### src/rtl/axil_pkg.sv
// Shared AXI4-Lite definitions: response codes, write FSM encoding and sizing helpers.
package axil_pkg;

    localparam logic [1:0] RESP_OKAY   = 2'b00;
    localparam logic [1:0] RESP_EXOKAY = 2'b01;
    localparam logic [1:0] RESP_SLVERR = 2'b10;
    localparam logic [1:0] RESP_DECERR = 2'b11;

    typedef enum logic [1:0] {IDLE, ISSUE, RESP, SRESP} wr_state_t;

    function automatic int clog2(input int v);
        int r;
        r = 0;
        while ((1 << r) < v) r++;
        return r;
    endfunction

    // Index width for a lane/beat selector; never narrower than one bit.
    function automatic int idx_width(input int ratio);
        return (ratio > 1) ? clog2(ratio) : 1;
    endfunction

endpackage

### src/rtl/axil_wr_lane_mux.sv
// Combinational lane steering for a width adapter: replicate/place on upsize,
// slice on downsize, pass-through when widths match.
module axil_wr_lane_mux
    import axil_pkg::*;
#(
    parameter int S_DATA_WIDTH = 32,
    parameter int M_DATA_WIDTH = 32,
    parameter int S_STRB_WIDTH = S_DATA_WIDTH / 8,
    parameter int M_STRB_WIDTH = M_DATA_WIDTH / 8,
    parameter int RATIO        = (M_DATA_WIDTH > S_DATA_WIDTH) ? M_DATA_WIDTH / S_DATA_WIDTH
                                                               : S_DATA_WIDTH / M_DATA_WIDTH,
    parameter int IDX_W        = idx_width(RATIO)
) (
    input  logic [S_DATA_WIDTH-1:0] s_data,
    input  logic [S_STRB_WIDTH-1:0] s_strb,
    input  logic [IDX_W-1:0]        lane,
    input  logic [IDX_W-1:0]        beat,
    output logic [M_DATA_WIDTH-1:0] m_data,
    output logic [M_STRB_WIDTH-1:0] m_strb
);

    generate
        if (M_DATA_WIDTH > S_DATA_WIDTH) begin : g_up
            for (genvar k = 0; k < RATIO; k++) begin : g_lane
                assign m_data[k*S_DATA_WIDTH +: S_DATA_WIDTH] = s_data;
                assign m_strb[k*S_STRB_WIDTH +: S_STRB_WIDTH] =
                    (lane == IDX_W'(k)) ? s_strb : '0;
            end
        end else if (M_DATA_WIDTH < S_DATA_WIDTH) begin : g_dn
            assign m_data = s_data[beat*M_DATA_WIDTH +: M_DATA_WIDTH];
            assign m_strb = s_strb[beat*M_STRB_WIDTH +: M_STRB_WIDTH];
        end else begin : g_eq
            assign m_data = s_data;
            assign m_strb = s_strb;
        end
    endgenerate

endmodule

### src/rtl/axil_wr_width_adapter.sv
// AXI4-Lite write-channel width adapter: captures AW/W independently, issues one
// (equal/upsize) or RATIO (downsize) master beats and merges the responses.
module axil_wr_width_adapter
    import axil_pkg::*;
#(
    parameter int ADDR_WIDTH   = 32,
    parameter int S_DATA_WIDTH = 32,
    parameter int M_DATA_WIDTH = 32,
    parameter int S_STRB_WIDTH = S_DATA_WIDTH / 8,
    parameter int M_STRB_WIDTH = M_DATA_WIDTH / 8
) (
    input  logic                    clk,
    input  logic                    rst,
    input  logic [ADDR_WIDTH-1:0]   s_axil_awaddr,
    input  logic [2:0]              s_axil_awprot,
    input  logic                    s_axil_awvalid,
    output logic                    s_axil_awready,
    input  logic [S_DATA_WIDTH-1:0] s_axil_wdata,
    input  logic [S_STRB_WIDTH-1:0] s_axil_wstrb,
    input  logic                    s_axil_wvalid,
    output logic                    s_axil_wready,
    output logic [1:0]              s_axil_bresp,
    output logic                    s_axil_bvalid,
    input  logic                    s_axil_bready,
    output logic [ADDR_WIDTH-1:0]   m_axil_awaddr,
    output logic [2:0]              m_axil_awprot,
    output logic                    m_axil_awvalid,
    input  logic                    m_axil_awready,
    output logic [M_DATA_WIDTH-1:0] m_axil_wdata,
    output logic [M_STRB_WIDTH-1:0] m_axil_wstrb,
    output logic                    m_axil_wvalid,
    input  logic                    m_axil_wready,
    input  logic [1:0]              m_axil_bresp,
    input  logic                    m_axil_bvalid,
    output logic                    m_axil_bready
);

    localparam int RATIO = (M_DATA_WIDTH > S_DATA_WIDTH) ? M_DATA_WIDTH / S_DATA_WIDTH
                                                         : S_DATA_WIDTH / M_DATA_WIDTH;
    localparam int BEATS = (M_DATA_WIDTH < S_DATA_WIDTH) ? RATIO : 1;
    localparam int IDX_W = idx_width(RATIO);
    localparam int S_OFF = clog2(S_STRB_WIDTH);
    localparam int M_OFF = clog2(M_STRB_WIDTH);
    localparam logic [IDX_W-1:0] LAST_BEAT = IDX_W'(BEATS - 1);

    wr_state_t               state;
    logic                    aw_captured, w_captured;
    logic [ADDR_WIDTH-1:0]   addr_reg;
    logic [2:0]              prot_reg;
    logic [S_DATA_WIDTH-1:0] data_reg;
    logic [S_STRB_WIDTH-1:0] strb_reg;
    logic [IDX_W-1:0]        beat_cnt;
    logic [1:0]              resp_acc;

    logic                    aw_hs, w_hs, aw_have, w_have;
    logic [ADDR_WIDTH-1:0]   eff_addr, mux_addr;
    logic [2:0]              eff_prot;
    logic [S_DATA_WIDTH-1:0] eff_data;
    logic [S_STRB_WIDTH-1:0] eff_strb;
    logic [IDX_W-1:0]        nxt_beat, lane;
    logic [M_DATA_WIDTH-1:0] mux_data;
    logic [M_STRB_WIDTH-1:0] mux_strb;
    logic [1:0]              resp_merged;

    assign aw_hs   = s_axil_awvalid && s_axil_awready;
    assign w_hs    = s_axil_wvalid && s_axil_wready;
    assign aw_have = aw_captured || aw_hs;
    assign w_have  = w_captured || w_hs;

    // Beat 0 is built straight from the slave bus when its handshake is the later one,
    // so the master valids can rise on the very next cycle.
    assign eff_addr = aw_hs ? s_axil_awaddr : addr_reg;
    assign eff_prot = aw_hs ? s_axil_awprot : prot_reg;
    assign eff_data = w_hs  ? s_axil_wdata  : data_reg;
    assign eff_strb = w_hs  ? s_axil_wstrb  : strb_reg;
    assign nxt_beat = (state == RESP) ? beat_cnt + 1'b1 : '0;

    assign resp_merged = (resp_acc != RESP_OKAY) ? resp_acc : m_axil_bresp;

    generate
        if (M_DATA_WIDTH > S_DATA_WIDTH) begin : g_up
            assign lane     = eff_addr[M_OFF-1:S_OFF];
            assign mux_addr = eff_addr;
        end else if (M_DATA_WIDTH < S_DATA_WIDTH) begin : g_dn
            assign lane     = '0;
            assign mux_addr = (eff_addr & ~ADDR_WIDTH'(S_STRB_WIDTH - 1))
                            + (ADDR_WIDTH'(nxt_beat) << M_OFF);
        end else begin : g_eq
            assign lane     = '0;
            assign mux_addr = eff_addr;
        end
    endgenerate

    axil_wr_lane_mux #(
        .S_DATA_WIDTH (S_DATA_WIDTH),
        .M_DATA_WIDTH (M_DATA_WIDTH),
        .S_STRB_WIDTH (S_STRB_WIDTH),
        .M_STRB_WIDTH (M_STRB_WIDTH),
        .RATIO        (RATIO),
        .IDX_W        (IDX_W)
    ) u_lane_mux (
        .s_data (eff_data),
        .s_strb (eff_strb),
        .lane   (lane),
        .beat   (nxt_beat),
        .m_data (mux_data),
        .m_strb (mux_strb)
    );

    always_ff @(posedge clk) begin
        if (rst) begin
            state          <= IDLE;
            aw_captured    <= 1'b0;
            w_captured     <= 1'b0;
            beat_cnt       <= '0;
            resp_acc       <= RESP_OKAY;
            s_axil_awready <= 1'b0;
            s_axil_wready  <= 1'b0;
            s_axil_bvalid  <= 1'b0;
            s_axil_bresp   <= RESP_OKAY;
            m_axil_awvalid <= 1'b0;
            m_axil_wvalid  <= 1'b0;
            m_axil_bready  <= 1'b0;
        end else begin
            case (state)
                IDLE: begin
                    if (aw_hs) begin
                        aw_captured <= 1'b1;
                        addr_reg    <= s_axil_awaddr;
                        prot_reg    <= s_axil_awprot;
                    end
                    if (w_hs) begin
                        w_captured <= 1'b1;
                        data_reg   <= s_axil_wdata;
                        strb_reg   <= s_axil_wstrb;
                    end
                    s_axil_awready <= !aw_have;
                    s_axil_wready  <= !w_have;
                    if (aw_have && w_have) begin
                        state          <= ISSUE;
                        beat_cnt       <= '0;
                        resp_acc       <= RESP_OKAY;
                        m_axil_awvalid <= 1'b1;
                        m_axil_wvalid  <= 1'b1;
                        m_axil_awaddr  <= mux_addr;
                        m_axil_awprot  <= eff_prot;
                        m_axil_wdata   <= mux_data;
                        m_axil_wstrb   <= mux_strb;
                    end
                end
                ISSUE: begin
                    if (m_axil_awvalid && m_axil_awready) m_axil_awvalid <= 1'b0;
                    if (m_axil_wvalid && m_axil_wready)   m_axil_wvalid  <= 1'b0;
                    if ((!m_axil_awvalid || m_axil_awready) && (!m_axil_wvalid || m_axil_wready)) begin
                        state         <= RESP;
                        m_axil_bready <= 1'b1;
                    end
                end
                RESP: begin
                    if (m_axil_bvalid && m_axil_bready) begin
                        resp_acc      <= resp_merged;
                        m_axil_bready <= 1'b0;
                        if (beat_cnt == LAST_BEAT) begin
                            state         <= SRESP;
                            s_axil_bvalid <= 1'b1;
                            s_axil_bresp  <= resp_merged;
                        end else begin
                            state          <= ISSUE;
                            beat_cnt       <= nxt_beat;
                            m_axil_awvalid <= 1'b1;
                            m_axil_wvalid  <= 1'b1;
                            m_axil_awaddr  <= mux_addr;
                            m_axil_awprot  <= eff_prot;
                            m_axil_wdata   <= mux_data;
                            m_axil_wstrb   <= mux_strb;
                        end
                    end
                end
                SRESP: begin
                    if (s_axil_bready) begin
                        state          <= IDLE;
                        s_axil_bvalid  <= 1'b0;
                        aw_captured    <= 1'b0;
                        w_captured     <= 1'b0;
                        s_axil_awready <= 1'b1;
                        s_axil_wready  <= 1'b1;
                    end
                end
                default: state <= IDLE;
            endcase
        end
    end

endmodule
### config.mk
export PLATFORM = sky130hd
export DESIGN_NAME = axil_wr_width_adapter
export DESIGN_NICKNAME = d
export VERILOG_FILES = /design/src/rtl/axil_pkg.sv /design/src/rtl/axil_wr_lane_mux.sv /design/src/rtl/axil_wr_width_adapter.sv
export SDC_FILE = /design/constraint.sdc
export NUM_CORES = 1
export LEC_CHECK = 0
export BUFFER_PORTS_ARGS = -buffer_cell sky130_fd_sc_hd__buf_2
export CAP_MARGIN = 20
export CELL_PAD_IN_SITES_DETAIL_PLACEMENT = 1
export CELL_PAD_IN_SITES_GLOBAL_PLACEMENT = 1
export CORE_MARGIN = 2
export CORE_UTILIZATION = 40
export DETAILED_ROUTE_END_ITERATION = 12
export GPL_ROUTABILITY_DRIVEN = 0
export PLACE_DENSITY = 0.82
export SETUP_SLACK_MARGIN = 0.2
export SLEW_MARGIN = 30
export SYNTH_ARGS = -nofsm -noshare
export SYNTH_HDL_FRONTEND = slang
export SYNTH_SLANG_ARGS = --single-unit
### constraint.sdc
create_clock -name clk -period 12.7 [get_ports clk]
set_clock_uncertainty 0.2 [all_clocks]
set_input_delay 2.54 -clock clk [delete_from_list [all_inputs] [get_ports clk]]
set_output_delay 2.54 -clock clk [all_outputs]
set_load 0.02 [all_outputs]
==> results.toml <==
[timing]
period_minus_slack_ns = 4.26
slew_headroom = 0.394
worst_pin_slew_ns = 0.905
maxSlewViolCount = 0
finalHoldViolCount = 0
rsz0062_at_grt = "no"
fin_crit_sh = 0.335
fmaxAchievable_mhz = 235
setup_tns_ns = 0
finalSetupViolations = 0

[power]
pwr_density_cell_mw_per_mm2 = 242
swShare = 0.287
vdd_drop_max_mv = 0.0928
clockPowerShare = 0.283
p_int_uw = 1300
power.static_leakage_uw = 0.00290
power_frac_comb = 0.251
power_frac_seq = 0.466
power_switching_uw = 525

[placement]
port_buffers = 159
dp_hpwl_mm = 8.66
dpl_cell_area_sq_mm = 0.00692

[route]
dr.pass1.iters = 4
drt_wl_total_mm = 12.8
drc = 0
avgRoutedWirePerCell_um = 18.9
viasPerCell = 4.94
drt_iter0_drc = 241
num_vias = 3348
ant_nets = 0

[clock_tree]
cts.htree.levels = 4
cts_root_buf = "clkbuf_16"
cts_tree = "built"
cts_hold_buf = 0
cts_buffer_depth = 2
clk_pin_slew_ns = 0.06
cts_setup_buffers = 0
clock_latency_ns = 0.42
post_cts_resized = 0
cts_made_buffers = 17
cts.sinks = 156

[logic_synthesis]
synthMuxAreaShare = 0.141
synth_top_family_by_area = "multiplexers"
yosys.area.top_type = "edfxtp_1"
netlist_instances = 312
synth_compound_area_frac = 0.0286
yosysWarnings = 0
synth_top_area_share = 0.722
synth_fa_ha_area_frac = 0.0106
async_flop_share = 0
avgSynthCellArea_sq_um = 18.9
synth_area_sq_mm = 0.00590
synth.area.top_cells = "edfxtp_1 (72%), mux2_2 (14%), dfxtp_1 (4.7%)"
synth.distinct_cells = 32
ys_seq_area_frac = 0.770
synthFlopType = "edfxtp_1"
ys_ff_latch = 156
synthesis.nets = 398
synthXorXnorAreaFrac = 0
yosys.area_share.simple = 0.0392
synth_edf_count = 142

[hold_path]
hold_path.class = "reg -> reg"
worstHoldStart = "m_axil_wvalid"
worstHoldPathCells = 2
holdPathEnd = "m_axil_wvalid"

[critical_path]
cp_cell_sequence = "buf_2 > a21bo_2 > a2bb2oi_2 > and4b_4 > buf_12"
arrival_ns = 4.16
r2r_start = "state[0]"
worst-path-stages = 5
start_kind = "input pin"
worstPathRequired_ns = 12.60
rr_worst_depth = 6
end_kind = "flip-flop"
path_buf_inv = 2
cpPeakStageDelay_ns = 0.69
r2r_slack_ns = 9.74
path_max_fanout = 39
crit_family = "simple AND/OR/NAND/NOR gates"
path_class = "in -> reg"
crit_slowest_cell = "and4b_4"
timing.rr.end = "m_axil_wstrb[3]"

[cells_and_area]
final_layout_size_suffix_gt1_frac = 0.549
final_common_cell = "buf_2"
layout_common_cells = "buf_2 (159), edfxtp_1 (142), mux2_2 (72)"
fin_area_sq_mm = 0.00755
final_nets = 568
area_growth_pct = 27.9
diodes = 0
final_core_util = 0.522

[floorplanning]
die-width_um = 125
fp.coreArea_sq_mm = 0.0145
start_util = 0.408
die_h_um = 125
io-pin-count = 160
rows = 44
die_area_sq_mm = 0.0157

[job]
max_cap_violations = 0

[grt]
busiest_layer = "met2"
grt_max_degree = 40
grt_pass1_vias = 3659
grt_overflow = 0
grt_pass1_wl_mm = 20.3
gr-usage-all-layers = 0.169
antenna_found_initial = 0
met3_usage = 0.0428
use_met1 = 0.210
gr-usage-met2 = 0.279

[outcome]
status = "completed"
synthesized netlist by cell type, drive strengths merged (3+ instances only):
cell and number:
a31oi 4, clkbuf 4, dfxtp 14, nor2 12, and4b 3, nand2 8
nand2b 6, mux2 72, inv 3, a21oi 4, edfxtp 142, buf 7
nor2b 5, o21ai 3, ha 5
worst register-to-register path: stages, from the launching register on:
cell and delay [ns]:
dfxtp_1 0.40, inv_1 0.11, ha_1 0.35, a21bo_2 0.28
a2bb2oi_2 0.27, and4b_4 0.69, buf_12 0.31
routing by layer:
layer | vias up | part of all wire | wire (um)
met5 | - | 0 | 0
met4 | 0 | 0.021 | 265
met3 | 23 | 0.051 | 657
met2 | 114 | 0.51 | 6520
met1 | 1662 | 0.42 | 5350
li1 | 1549 | - | -
kinds of logic after synthesis:
kind of cell / count (synthesis)
flip-flops: 156
multiplexers: 74
AND/OR/NAND/NOR: 40
AO/OA/AOI/OAI: 23
buffers and inverters: 14
adder cells (fa/ha/maj): 5
layout make-up:
type	count	area (sq um)
fillers	1403	6930
clock inverters	13	171
flip-flops and latches	156	4540
repair buffers	162	851
inverters	3	11.3
multi-input cells	142	1320
clock buffers	18	429
well taps	184	230
stage by stage:
step	instances	power, uW	setup WS [ns]	hold WS [ns]
after floorplan	312	1160	6.14	0.282
after global placement	645	1280	7.94	0.275
after detailed placement	646	1320	7.88	0.291
after CTS	677	1850	8.32	0.300
after global routing	678	1920	8.35	0.326
final	678	1830	8.44	0.294
worst max path at each step:
stage / startpoint / end
after floorplan: rst / addr_reg[0]
after global placement: rst / addr_reg[29]
after detailed placement: rst / addr_reg[18]
after CTS: rst / data_reg[26]
after global routing: s_axil_wvalid / m_axil_wdata[14]
final: s_axil_wvalid / m_axil_wstrb[3]
power by group through the flow:
stage | sequential, uW | combinational [uW] | clock, uW
3_3_place_gp | 851 | 430 | 0
2_1_floorplan | 931 | 230 | 0
3_5_place_dp | 861 | 460 | 0
4_1_cts | 855 | 464 | 529
6_report | 852 | 460 | 518
5_1_grt | 869 | 497 | 551
No activity file was read; power rests on OpenSTA's default activity.
